<file path="src/rtl/spike_argmax_seq.sv">
// spike_argmax_seq: sequential argmax over a vector of output-neuron spike counters.
//
// A start request in IDLE snapshots all counts. SCAN then walks the snapshot one class
// per cycle, tracking the running max, runner-up and winning index. DONE presents the
// result until the consumer accepts it.
//
// Ports:
//   clk_i         clock, rising edge
//   rst_i         synchronous active-high reset
//   start_i       classify request, taken only while start_ready_o is high
//   start_ready_o high in IDLE
//   counts_i      packed counts, class k at [k*COUNT_W +: COUNT_W]
//   valid_o       result available (DONE)
//   ready_i       consumer accepts result
//   digit_o       winning class index (lowest index on ties)
//   max_o         winning count
//   margin_o      winning count minus best count among the other classes
//   tie_o         another class equals the winning count
//   busy_o        high in SCAN and DONE
module spike_argmax_seq #(
  parameter int unsigned NUM_CLASSES = 10,
  parameter int unsigned COUNT_W     = 8,
  parameter int unsigned IDX_W       = $clog2(NUM_CLASSES)
) (
  input  logic                           clk_i,
  input  logic                           rst_i,
  input  logic                           start_i,
  output logic                           start_ready_o,
  input  logic [NUM_CLASSES*COUNT_W-1:0] counts_i,
  output logic                           valid_o,
  input  logic                           ready_i,
  output logic [IDX_W-1:0]               digit_o,
  output logic [COUNT_W-1:0]             max_o,
  output logic [COUNT_W-1:0]             margin_o,
  output logic                           tie_o,
  output logic                           busy_o
);

  typedef enum logic [1:0] {StIdle, StScan, StDone} state_e;

  localparam logic [IDX_W-1:0] LastIdx = IDX_W'(NUM_CLASSES - 1);

  state_e state_q, state_d;

  logic [COUNT_W-1:0] snap_q [NUM_CLASSES];

  logic [IDX_W-1:0]   scan_q, scan_d;
  logic [COUNT_W-1:0] max_q, max_d;
  logic [COUNT_W-1:0] second_q, second_d;
  logic [IDX_W-1:0]   arg_q, arg_d;

  // Result registers are separate from the running values so outputs stay frozen
  // through later scans until the next DONE.
  logic [IDX_W-1:0]   res_digit_q, res_digit_d;
  logic [COUNT_W-1:0] res_max_q, res_max_d;
  logic [COUNT_W-1:0] res_margin_q, res_margin_d;
  logic               res_tie_q, res_tie_d;

  logic [COUNT_W-1:0] cur;
  logic               accept;

  assign accept = (state_q == StIdle) && start_i;
  assign cur    = snap_q[scan_q];

  always_comb begin
    state_d      = state_q;
    scan_d       = scan_q;
    max_d        = max_q;
    second_d     = second_q;
    arg_d        = arg_q;
    res_digit_d  = res_digit_q;
    res_max_d    = res_max_q;
    res_margin_d = res_margin_q;
    res_tie_d    = res_tie_q;

    case (state_q)
      StIdle: begin
        if (start_i) begin
          state_d  = StScan;
          scan_d   = '0;
          max_d    = '0;
          second_d = '0;
          arg_d    = '0;
        end
      end
      StScan: begin
        // Strict > keeps the lowest index on ties; an equal count still lifts the
        // runner-up so margin becomes zero.
        if (cur > max_q) begin
          second_d = max_q;
          max_d    = cur;
          arg_d    = scan_q;
        end else if (cur > second_q) begin
          second_d = cur;
        end
        if (scan_q == LastIdx) begin
          state_d      = StDone;
          res_digit_d  = arg_d;
          res_max_d    = max_d;
          res_margin_d = max_d - second_d;
          res_tie_d    = (max_d == second_d);
        end else begin
          scan_d = scan_q + IDX_W'(1);
        end
      end
      StDone: begin
        // start_i is deliberately not looked at here.
        if (ready_i) begin
          state_d = StIdle;
        end
      end
      default: state_d = StIdle;
    endcase
  end

  always_ff @(posedge clk_i) begin
    if (rst_i) begin
      state_q      <= StIdle;
      scan_q       <= '0;
      max_q        <= '0;
      second_q     <= '0;
      arg_q        <= '0;
      res_digit_q  <= '0;
      res_max_q    <= '0;
      res_margin_q <= '0;
      res_tie_q    <= 1'b0;
    end else begin
      state_q      <= state_d;
      scan_q       <= scan_d;
      max_q        <= max_d;
      second_q     <= second_d;
      arg_q        <= arg_d;
      res_digit_q  <= res_digit_d;
      res_max_q    <= res_max_d;
      res_margin_q <= res_margin_d;
      res_tie_q    <= res_tie_d;
    end
  end

  // Snapshot needs no reset: it is only read after an accept has loaded it.
  always_ff @(posedge clk_i) begin
    if (!rst_i && accept) begin
      for (int unsigned k = 0; k < NUM_CLASSES; k++) begin
        snap_q[k] <= counts_i[k*COUNT_W +: COUNT_W];
      end
    end
  end

  assign start_ready_o = (state_q == StIdle);
  assign busy_o        = (state_q == StScan) || (state_q == StDone);
  assign valid_o       = (state_q == StDone);
  assign digit_o       = res_digit_q;
  assign max_o         = res_max_q;
  assign margin_o      = res_margin_q;
  assign tie_o         = res_tie_q;

endmodule

</file>
<file path="config.mk">
export PLATFORM = sky130hd
export DESIGN_NAME = spike_argmax_seq
export DESIGN_NICKNAME = d
export VERILOG_FILES = /design/src/rtl/spike_argmax_seq.sv
export SDC_FILE = /design/constraint.sdc
export NUM_CORES = 1
export LEC_CHECK = 0
export ABC_AREA = 1
export BUFFER_PORTS_ARGS = -buffer_cell sky130_fd_sc_hd__buf_4
export CAP_MARGIN = 20
export CORE_ASPECT_RATIO = 0.8
export CORE_MARGIN = 2
export CORE_UTILIZATION = 35
export DETAILED_ROUTE_END_ITERATION = 6
export PLACE_DENSITY = 0.52
export SYNTH_ARGS = -nofsm -noshare
export SYNTH_HDL_FRONTEND = slang
export SYNTH_SLANG_ARGS = --single-unit
</file>
<file path="constraint.sdc">
create_clock -name clk_i -period 8.2 [get_ports clk_i]
set_clock_uncertainty 0.1 [all_clocks]
set_input_delay 0.41 -clock clk_i [delete_from_list [all_inputs] [get_ports clk_i]]
set_output_delay 0.41 -clock clk_i [all_outputs]
set_load 0.05 [all_outputs]
</file>
==> results.ini, run 1 <==
[critical_path]
crit_path_end_kind = flop
setup.worst_path.start_class = flop
cp_slowest_cell = dfxtp_2
critPathMaxFanout = 44
critPathRequiredTime_ps = 8410
cp.arrival_ps = 5400
path_common_cell = nand2_1
max_stage_delay_ps = 860
worst-setup-path-type = reg2reg

[global_routing]
grt_use_total_pct = 16.0
grt_pass1_wl_microns = 24400
first_global_vias = 4958
grt-ovfl-total = 0
grt_max_degree = 81
antenna_found_initial = 0

[clock_network]
cts_tree = yes
cts_sinks = 131
h-tree-depth = 4
post_cts_buffers = 0
cts.clk_slew.worst_paths_ps = 60
numCtsBuffers = 17
cts-root-buf = clkbuf_16
ctsResizeCount = 0
clk_latency_ps = 420
clockBufferDepth = 2
cts_hold_buf = 0

[worst_hold_path]
hold_class = in2reg

[sta]
fin_crit_sh_pct = 63.2
max_clock_freq_ghz = 0.193
min_period_ps = 5190
finalSetupTns_ps = 0
rsz0062_at_grt = false
setup_viol = 0
drv_slew = 0
hold_viol = 0
worstMarginPinSlew_ps = 1010
maxSlewHeadroom_pct = 32.6

[drt]
wl_per_cell_microns = 15.0
drtAntennaViolNets = 0
drt-initial-drc-count = 259
viasPerCell = 4.82
drc_errors = 0
drt-total-wl_microns = 15000
drt_first_pass_iters = 5
vias = 4814

[synthesis]
postSynthAreaPerCell_sq_um = 9.59
ys.flop_type = edfxtp_1
synth_nets = 774
ys_seq_elements = 131
netlist_instances = 661
syn_area_sq_um = 6340
ys_warn_count = 0
ys_seq_area_share_pct = 54.0
synth_edf_count = 80
synth_cell_types = 40
async_flop_share_pct = 0

[cells_and_area]
post-route-util_pct = 44.7
stdcell_count = 999
syn_to_final_growth_pct = 23.7
diodes = 0
drive_gt1_share_pct = 25.8
multi_input_area_sq_um = 2400
register_area_sq_um = 3420
fillers = 1676
final_common_cell = nand2_1
layout_common_cells = nand2_1 (114), buf_4 (111), edfxtp_1 (80)
fin_nets = 874

[place]
dp.cells = 967
io_buffers = 107
finalWeightedCongestion = 0.818
dpl.hpwl_microns = 10600

[flow_run]
cap_violations = 0

[die]
core_area_sq_um = 17500
dieArea_sq_um = 19200
rows = 43
io_pins = 108
fp.dieW_microns = 154
start_util_pct = 36.1
die_h_microns = 124

[power]
leakage_nw = 3.26
p_per_area_nw_per_um2 = 424
vdd_ir_drop_max_mv = 0.273

[outcome]
status = completed

kinds of logic after synthesis:
logic type | synth area share (%)
buf+inv | 8.25
fa+ha+maj | 5.84
compound gates | 15.8
xor+xnor | 0.691
simple gates | 15.4
flops | 54.0
layer usage:
layer | vias up | GRT usage [%] | routed length, microns
li1 | 2429 | - | -
met5 | - | 0 | 0
met2 | 96 | 25.8 | 7130
met3 | 18 | 4.77 | 604
met4 | 0 | 4.68 | 214
met1 | 2271 | 20.9 | 7050
through the flow:
stage / setup slack [ps] / cell area, sq um / power [mW] / hold WS, ps
5_1_grt: 2360 / 7840 / 3.62 / 29.8
4_1_cts: 3020 / 7840 / 3.34 / 42.5
3_3_place_gp: 3270 / 7250 / 2.54 / 353
6_report: 3010 / 7840 / 3.32 / 58.8
3_5_place_dp: 3040 / 7250 / 2.57 / 356
2_1_floorplan: 3200 / 6340 / 2.24 / 339
path summary, 6_finish.rpt:
check	from	to	slack, ps	depth (start not counted)
hold / removal	counts_i[60]	snap_q[7][4]	60	1
setup reg to reg	flop	margin_o[6]	3010	29
hold reg to reg	second_q[3]	second_q[3]	360	2
setup / recovery	flop	margin_o[6]	3010	29
critical path, delay by kind of cell (launching register included):
family          cells  cell delay (ps)
buf+inv             4              800
flops               1              860
simple gates       16             1470
compound gates      6              860
fa+ha+maj           3              940
cells in the mapped netlist (2+ instances only):
| master | count | share of area, % |
|---|---|---|
| a21o_1 | 2 | 0.24 |
| a21oi_1 | 33 | 2.6 |
| a21oi_2 | 6 | 0.83 |
| buf_2 | 7 | 0.55 |
| buf_4 | 6 | 0.71 |
| buf_6 | 6 | 1.1 |
| buf_8 | 2 | 0.47 |
| clkbuf_1 | 8 | 0.47 |
| dfxtp_1 | 51 | 16 |
| edfxtp_1 | 80 | 38 |
| ha_1 | 28 | 5.5 |
| inv_1 | 73 | 4.3 |
| inv_2 | 7 | 0.41 |
| nand2_1 | 114 | 6.8 |
| nand2_2 | 12 | 1.2 |
| nand3_1 | 26 | 2.1 |
| nand3_2 | 3 | 0.47 |
| nand4_1 | 4 | 0.39 |
| nor2_1 | 60 | 3.6 |
| nor2_2 | 5 | 0.49 |
| o211ai_1 | 15 | 1.8 |
| o211ai_2 | 6 | 1.2 |
| o21ai_0 | 40 | 3.2 |
| o21ai_1 | 25 | 2.0 |
| o21ai_2 | 11 | 1.5 |
| o21bai_1 | 12 | 1.4 |
| o22ai_2 | 2 | 0.39 |
| xor2_1 | 5 | 0.69 |
sequential cells by signal, summed over array words and instances, names as in the netlist, 4 cells and up, named ones only:
register / cells
snap_q: 80
arg_q: 4
max_q: 8
second_q: 8
margin_o: 8
digit_o: 4
scan_q: 4
max_o: 8
where the power goes:
part	total [mW]	internal [mW]	switching, mW
registers	0.858	0.788	0.0702
logic	1.71	0.594	1.12
clock network	0.752	0.449	0.303
layout make-up:
type / count / share of cell area [%]
Sequential cell: 131 / 43.7
Tap cell: 225 / 3.59
Timing Repair Buffer: 111 / 10.6
Inverter: 81 / 3.98
Multi-Input combinational cell: 419 / 30.6
Clock buffer: 20 / 5.97
Clock inverter: 12 / 1.52
Power figures use the tool's default switching activity.
==> inputs of run 2 (changes only) <==
--- a/config.mk
+++ b/config.mk
@@ -5,7 +5,7 @@
 export SDC_FILE = /design/constraint.sdc
 export NUM_CORES = 1
 export LEC_CHECK = 0
-export ABC_AREA = 1
+export ABC_AREA = 0
 export BUFFER_PORTS_ARGS = -buffer_cell sky130_fd_sc_hd__buf_4
 export CAP_MARGIN = 20
 export CORE_ASPECT_RATIO = 0.8
==> constraint.sdc (replaced) <==
create_clock -name clk_i -period 5.18 [get_ports clk_i]
set_clock_uncertainty 0.1 [all_clocks]
set_input_delay 0.259 -clock clk_i [delete_from_list [all_inputs] [get_ports clk_i]]
set_output_delay 0.259 -clock clk_i [all_outputs]
set_load 0.05 [all_outputs]
==> run 2 against run 1 <==
  * Combinational power down 65%
  * Cell count is 5.0% lower
  * Cell area grew 11%
  * Sequential share of layout area fell by 4.4 points
  * Synthesized cell count fell by 22%
  * Utilization grew 5.8 points
  * Routed wire length up 3.5%
  * Highest routed layer unchanged
  * First-iteration DRC count grew 65%
  * Via count down 1.0%
  * Clock power is 66% higher
==> results.ini, run 2 <==
[global_routing]
grt_use_total_pct = 16.9
grt_max_degree = 81
first_global_vias = 4908
grt_pass1_wl_microns = 24600
antenna_found_initial = 0
grt-ovfl-total = 0

[sta]
max_clock_freq_ghz = 0.206
setup_viol = 0
worstMarginPinSlew_ps = 1010
hold_viol = 0
maxSlewHeadroom_pct = 32.6
drv_slew = 0
fin_crit_sh_pct = 93.6
min_period_ps = 4850
setup_ws_ps = 332

[clock_network]
h-tree-depth = 4
cts-root-buf = clkbuf_16
clk_latency_ps = 430
post_cts_buffers = 0
cts.clk_slew.worst_paths_ps = 60
numCtsBuffers = 17
clockBufferDepth = 2
cts_tree = yes
cts_sinks = 131

[drt]
drt-initial-drc-count = 427
vias = 4765
viasPerCell = 5.02
drtAntennaViolNets = 0
wl_per_cell_microns = 16.4
drt-total-wl_microns = 15500
drc_errors = 0
drt_first_pass_iters = 5

[cells_and_area]
syn_to_final_growth_pct = 41.2
drive_gt1_share_pct = 27.3
largest_register = snap_q
fin_nets = 824
layout_common_cells = buf_4 (120), dlygate4sd3_1 (80), edfxtp_1 (80)
final_common_cell = buf_4
largest_reg_flops = 80
register_area_sq_um = 3430
diodes = 0
fillers = 1504
multi_input_area_sq_um = 2540

[critical_path]
worst-setup-path-type = reg2reg
crit_chain = buf_12, mux4_2, nor2b_1, a211oi_2, a21oi_2, ha_1, nand2_1, o21ai_0, a21oi_2, buf_4, or2_2, buf_6, a21o_1, ha_1, or2_2, a21oi_1, a31oi_1, or3_1, a21boi_0, nor4_1
max_stage_delay_ps = 490
r2r_end = margin_o[7]
cp.arrival_ps = 5030
reg2regPathDepth = 20
crit_buf_inv = 3
cp_slowest_cell = mux4_2
setup.worst_path.start_class = flop
path_delay_family = simple AND/OR/NAND/NOR gates
critPathMaxFanout = 12
r2r_slack_ps = 330
crit_path_end_kind = flop
critPathRequiredTime_ps = 5370

[synthesis]
ys_seq_area_share_pct = 55.5
netlist_instances = 518
ys.flop_type = edfxtp_1
synth_most_common_cell = edfxtp_1
synth_top_cell_by_area = edfxtp_1
synth_edf_count = 80
ys_warn_count = 0
synth_nets = 631
synth_top_area_share_pct = 39.0
ys_top_cells_by_area = edfxtp_1 (39%), dfxtp_1 (17%), mux4_2 (5.8%), ha_1 (5.7%), mux2i_1 (3.7%)
synth_commonest_cells = edfxtp_1 (80), nand2_1 (52), dfxtp_1 (51), nor2_1 (38), a21oi_1 (34)
synth_cell_types = 58
async_flop_share_pct = 0
ys_seq_elements = 131
syn_area_sq_um = 6170
postSynthAreaPerCell_sq_um = 11.9

[power]
leakage_nw = 3.22
p_per_area_nw_per_um2 = 347
vdd_ir_drop_max_mv = 0.197
p_total_mw = 3.03

[die]
rows = 43
start_util_pct = 35.7
dieArea_sq_um = 18700
io_pins = 108
die_h_microns = 123
fp.dieW_microns = 152
core_area_sq_um = 17300

[outcome]
status = completed

[flow_run]
cap_violations = 0

[place]
io_buffers = 107
dpl.hpwl_microns = 10400
place_ws_ps = 103
finalWeightedCongestion = 0.847

[worst_hold_path]
hold_class = in2reg
hold-path-cell-count = 2
hold_end = state_q[0]
holdCritStartpoint = rst_i

[run 2: worst max-delay path by stage]
stage,start,endpoint,slack [ps],cells after the start
after floorplan,flop,margin_o[7],560,21
after global placement,flop,margin_o[7],240,21
after detailed placement,flop,margin_o[7],100,20
after CTS,flop,margin_o[7],70,20
after global routing,flop,margin_o[7],-1,21
final,flop,margin_o[7],330,20
[run 2: repair_timing]
action	CTS	global route
endpoints found under the setup margin	0	4
hold buffers	80	0
hold endpoints to repair	80	0
resized for setup	0	13
[run 2: worst register-to-register path, cell delays in order (launching register included)]
cell	delay [ps]
dfxtp_4	410
buf_12	170
mux4_2	500
nor2b_1	150
a211oi_2	220
a21oi_2	90
ha_1	320
nand2_1	70
o21ai_0	200
a21oi_2	70
buf_4	160
or2_2	380
buf_6	190
a21o_1	200
ha_1	360
or2_2	310
a21oi_1	140
a31oi_1	80
or3_1	320
a21boi_0	200
nor4_1	70
[run 2: power breakdown]
group | switching, mW | leakage (nW) | internal, mW
sequential | 0.0220 | 1.16 | 1.16
combinational | 0.313 | 1.78 | 0.283
clock | 0.482 | 0.289 | 0.765
[run 2: logic make-up (layout without fill, tap and decap cells)]
group	after synthesis	count (layout)	synth area share, %
adder cells (fa/ha/maj)	29	29	6.01
XOR/XNOR	5	5	0.710
AND/OR/NAND/NOR	135	135	10.1
AO/OA/AOI/OAI	114	114	12.2
flip-flops	131	131	55.5
buffers and inverters	55	261	4.04
multiplexers	49	49	11.5
[run 2: area by class of cell]
cell class	instances	area share, %
flip-flops and latches	131	39.3
clock inverters	13	2.01
multi-input cells	332	29.1
repair buffers	203	20.2
well taps	225	3.23
inverters	26	1.12
clock buffers	19	4.97
[run 2: metal layers]
| layer | vias to the layer above | track usage, % | routed length (microns) |
|---|---|---|---|
| met2 | 140 | 28.7 | 7720 |
| li1 | 2321 | - | - |
| met1 | 2289 | 21.4 | 6790 |
| met4 | 0 | 6.60 | 200 |
| met5 | - | 0 | 0 |
| met3 | 15 | 3.78 | 812 |
[run 2: per-stage QoR]
step                      hold WS, ps  instances  cell area, sq um  setup TNS (ps)  utilization [%]
after floorplan                   258        518              6170               0                -
final                             199        949              8710               0             50.4
after CTS                         176        948              8650               0             50.1
after detailed placement          338        836              7240               0             41.9
after global routing              211        949              8710           -1.33             50.4
after global placement            338        836              7240               0             41.9
==> inputs of run 3 (changes only) <==
--- a/config.mk
+++ b/config.mk
@@ -11,6 +11,7 @@
 export CORE_ASPECT_RATIO = 0.8
 export CORE_MARGIN = 2
 export CORE_UTILIZATION = 35
+export CTS_BUF_LIST = sky130_fd_sc_hd__clkbuf_4 sky130_fd_sc_hd__clkbuf_8
 export DETAILED_ROUTE_END_ITERATION = 6
 export PLACE_DENSITY = 0.52
 export SYNTH_ARGS = -nofsm -noshare
==> run 3 against run 2 <==
  * Cell count did not move
  * Critical endpoint unchanged
  * Global-route usage fell by 0.25 points
  * Sequential power barely moved
  * Non-clock buffer count did not move
==> results.ini, run 3 (synthesized netlist as in run 2, its figures left out) <==
[die]
rows = 43
dieArea_sq_um = 18700
start_util_pct = 35.7
io_pins = 108
core_area_sq_um = 17300
die_h_microns = 123
fp.dieW_microns = 152

[global_routing]
first_global_vias = 4925
antenna_found_initial = 0
grt_use_total_pct = 16.7
grt_max_degree = 81
grt_pass1_wl_microns = 24300
grt-ovfl-total = 0

[sta]
finalSetupTns_ps = 0
drv_slew = 0
hold_viol = 0
holdWs_ps = 170
maxSlewHeadroom_pct = 32.6
setup_viol = 0
fin_crit_sh_pct = 93.6
worstMarginPinSlew_ps = 1010
min_period_ps = 4850
max_clock_freq_ghz = 0.206

[worst_hold_path]
hold_class = in2reg
holdCritStartpoint = rst_i

[place]
io_buffers = 107
dpl.hpwl_microns = 10400
finalWeightedCongestion = 0.847

[clock_network]
cts-root-buf = clkbuf_8
clk_latency_ps = 450
cts_sinks = 131
cts.clk_slew.worst_paths_ps = 80
cts_tree = yes
numCtsBuffers = 17
clockBufferDepth = 2
h-tree-depth = 4
post_cts_buffers = 0

[critical_path]
critPathRequiredTime_ps = 5400
setup.worst_path.start_class = flop
critPathMaxFanout = 12
max_stage_delay_ps = 510
crit_chain = buf_12, mux4_2, mux2i_1, mux2i_1, ha_1, and3_1, a221o_1, a21oi_2, buf_4, or2_2, buf_6, a21o_1, ha_1, or2_2, a21oi_1, a31oi_1, or3_1, a21boi_0, nor4_1
crit_path_end_kind = flop
crit_buf_inv = 3
path_delay_family = simple AND/OR/NAND/NOR gates
cp.arrival_ps = 5060
worst-setup-path-type = reg2reg
cp_slowest_cell = mux4_2

[drt]
wl_per_cell_microns = 16.3
drt-total-wl_microns = 15500
drtAntennaViolNets = 0
drc_errors = 0
drt_first_pass_iters = 5
viasPerCell = 5.00
drt-initial-drc-count = 400
vias = 4742

[power]
vdd_ir_drop_max_mv = 0.148
p_per_area_nw_per_um2 = 318
leakage_nw = 3.14

[cells_and_area]
syn_to_final_growth_pct = 38.2
largest_reg_flops = 80
diodes = 0
final_common_cell = buf_4
largest_register = snap_q
fin_nets = 824
post-route-util_pct = 49.4
layout_common_cells = buf_4 (120), dlygate4sd3_1 (80), edfxtp_1 (80)
drive_gt1_share_pct = 27.6

[flow_run]
cap_violations = 0

[outcome]
status = completed

## run 3: power by group
group          switching, mW  internal, mW  total (mW)
sequential            0.0221          1.16        1.18
clock                  0.435         0.495       0.931
combinational          0.313         0.283       0.597
total                  0.771          1.94        2.71
## run 3: path summary, 6_finish.rpt
kind | to | slack (ps) | depth (start not counted)
worst min-delay path | second_q[6] | 170 | 2
worst max register to register | margin_o[7] | 330 | 19
worst min register to register | margin_o[4] | 360 | 2
worst max-delay path | margin_o[7] | 330 | 19
## run 3: cell type report
cell class	count	area, sq um
Sequential cell	131	3430
Multi-Input combinational cell	332	2540
Inverter	26	97.6
Clock inverter	13	175
Clock buffer	19	249
Fill cell	1524	8740
Tap cell	225	282
Timing Repair Buffer	203	1760
## run 3: per-stage QoR
| step | instance area, sq um | setup WS, ps | instances | power (mW) |
|---|---|---|---|---|
| 2_1_floorplan | 6170 | 562 | 518 | 1.56 |
| 5_1_grt | 8530 | -13.9 | 949 | 2.85 |
| 4_1_cts | 8460 | 69.2 | 948 | 2.72 |
| 3_5_place_dp | 7240 | 103 | 836 | 1.73 |
| 3_3_place_gp | 7240 | 240 | 836 | 1.73 |
| 6_report | 8530 | 331 | 949 | 2.71 |
## run 3: metal layers
layer,share of wire [%],track usage [%],vias to the layer above
li1,-,-,2324
met1,45,21.2,2282
met2,49,28.2,121
met3,4.2,4.13,15
met4,1.5,5.96,0
met5,0,0,-
## run 3: timing repair
item                                    in CTS  in global routing
hold buffers                                80                  0
resized for setup                            0                 13
hold endpoints to repair                    80                  0
endpoints found under the setup margin       0                  4
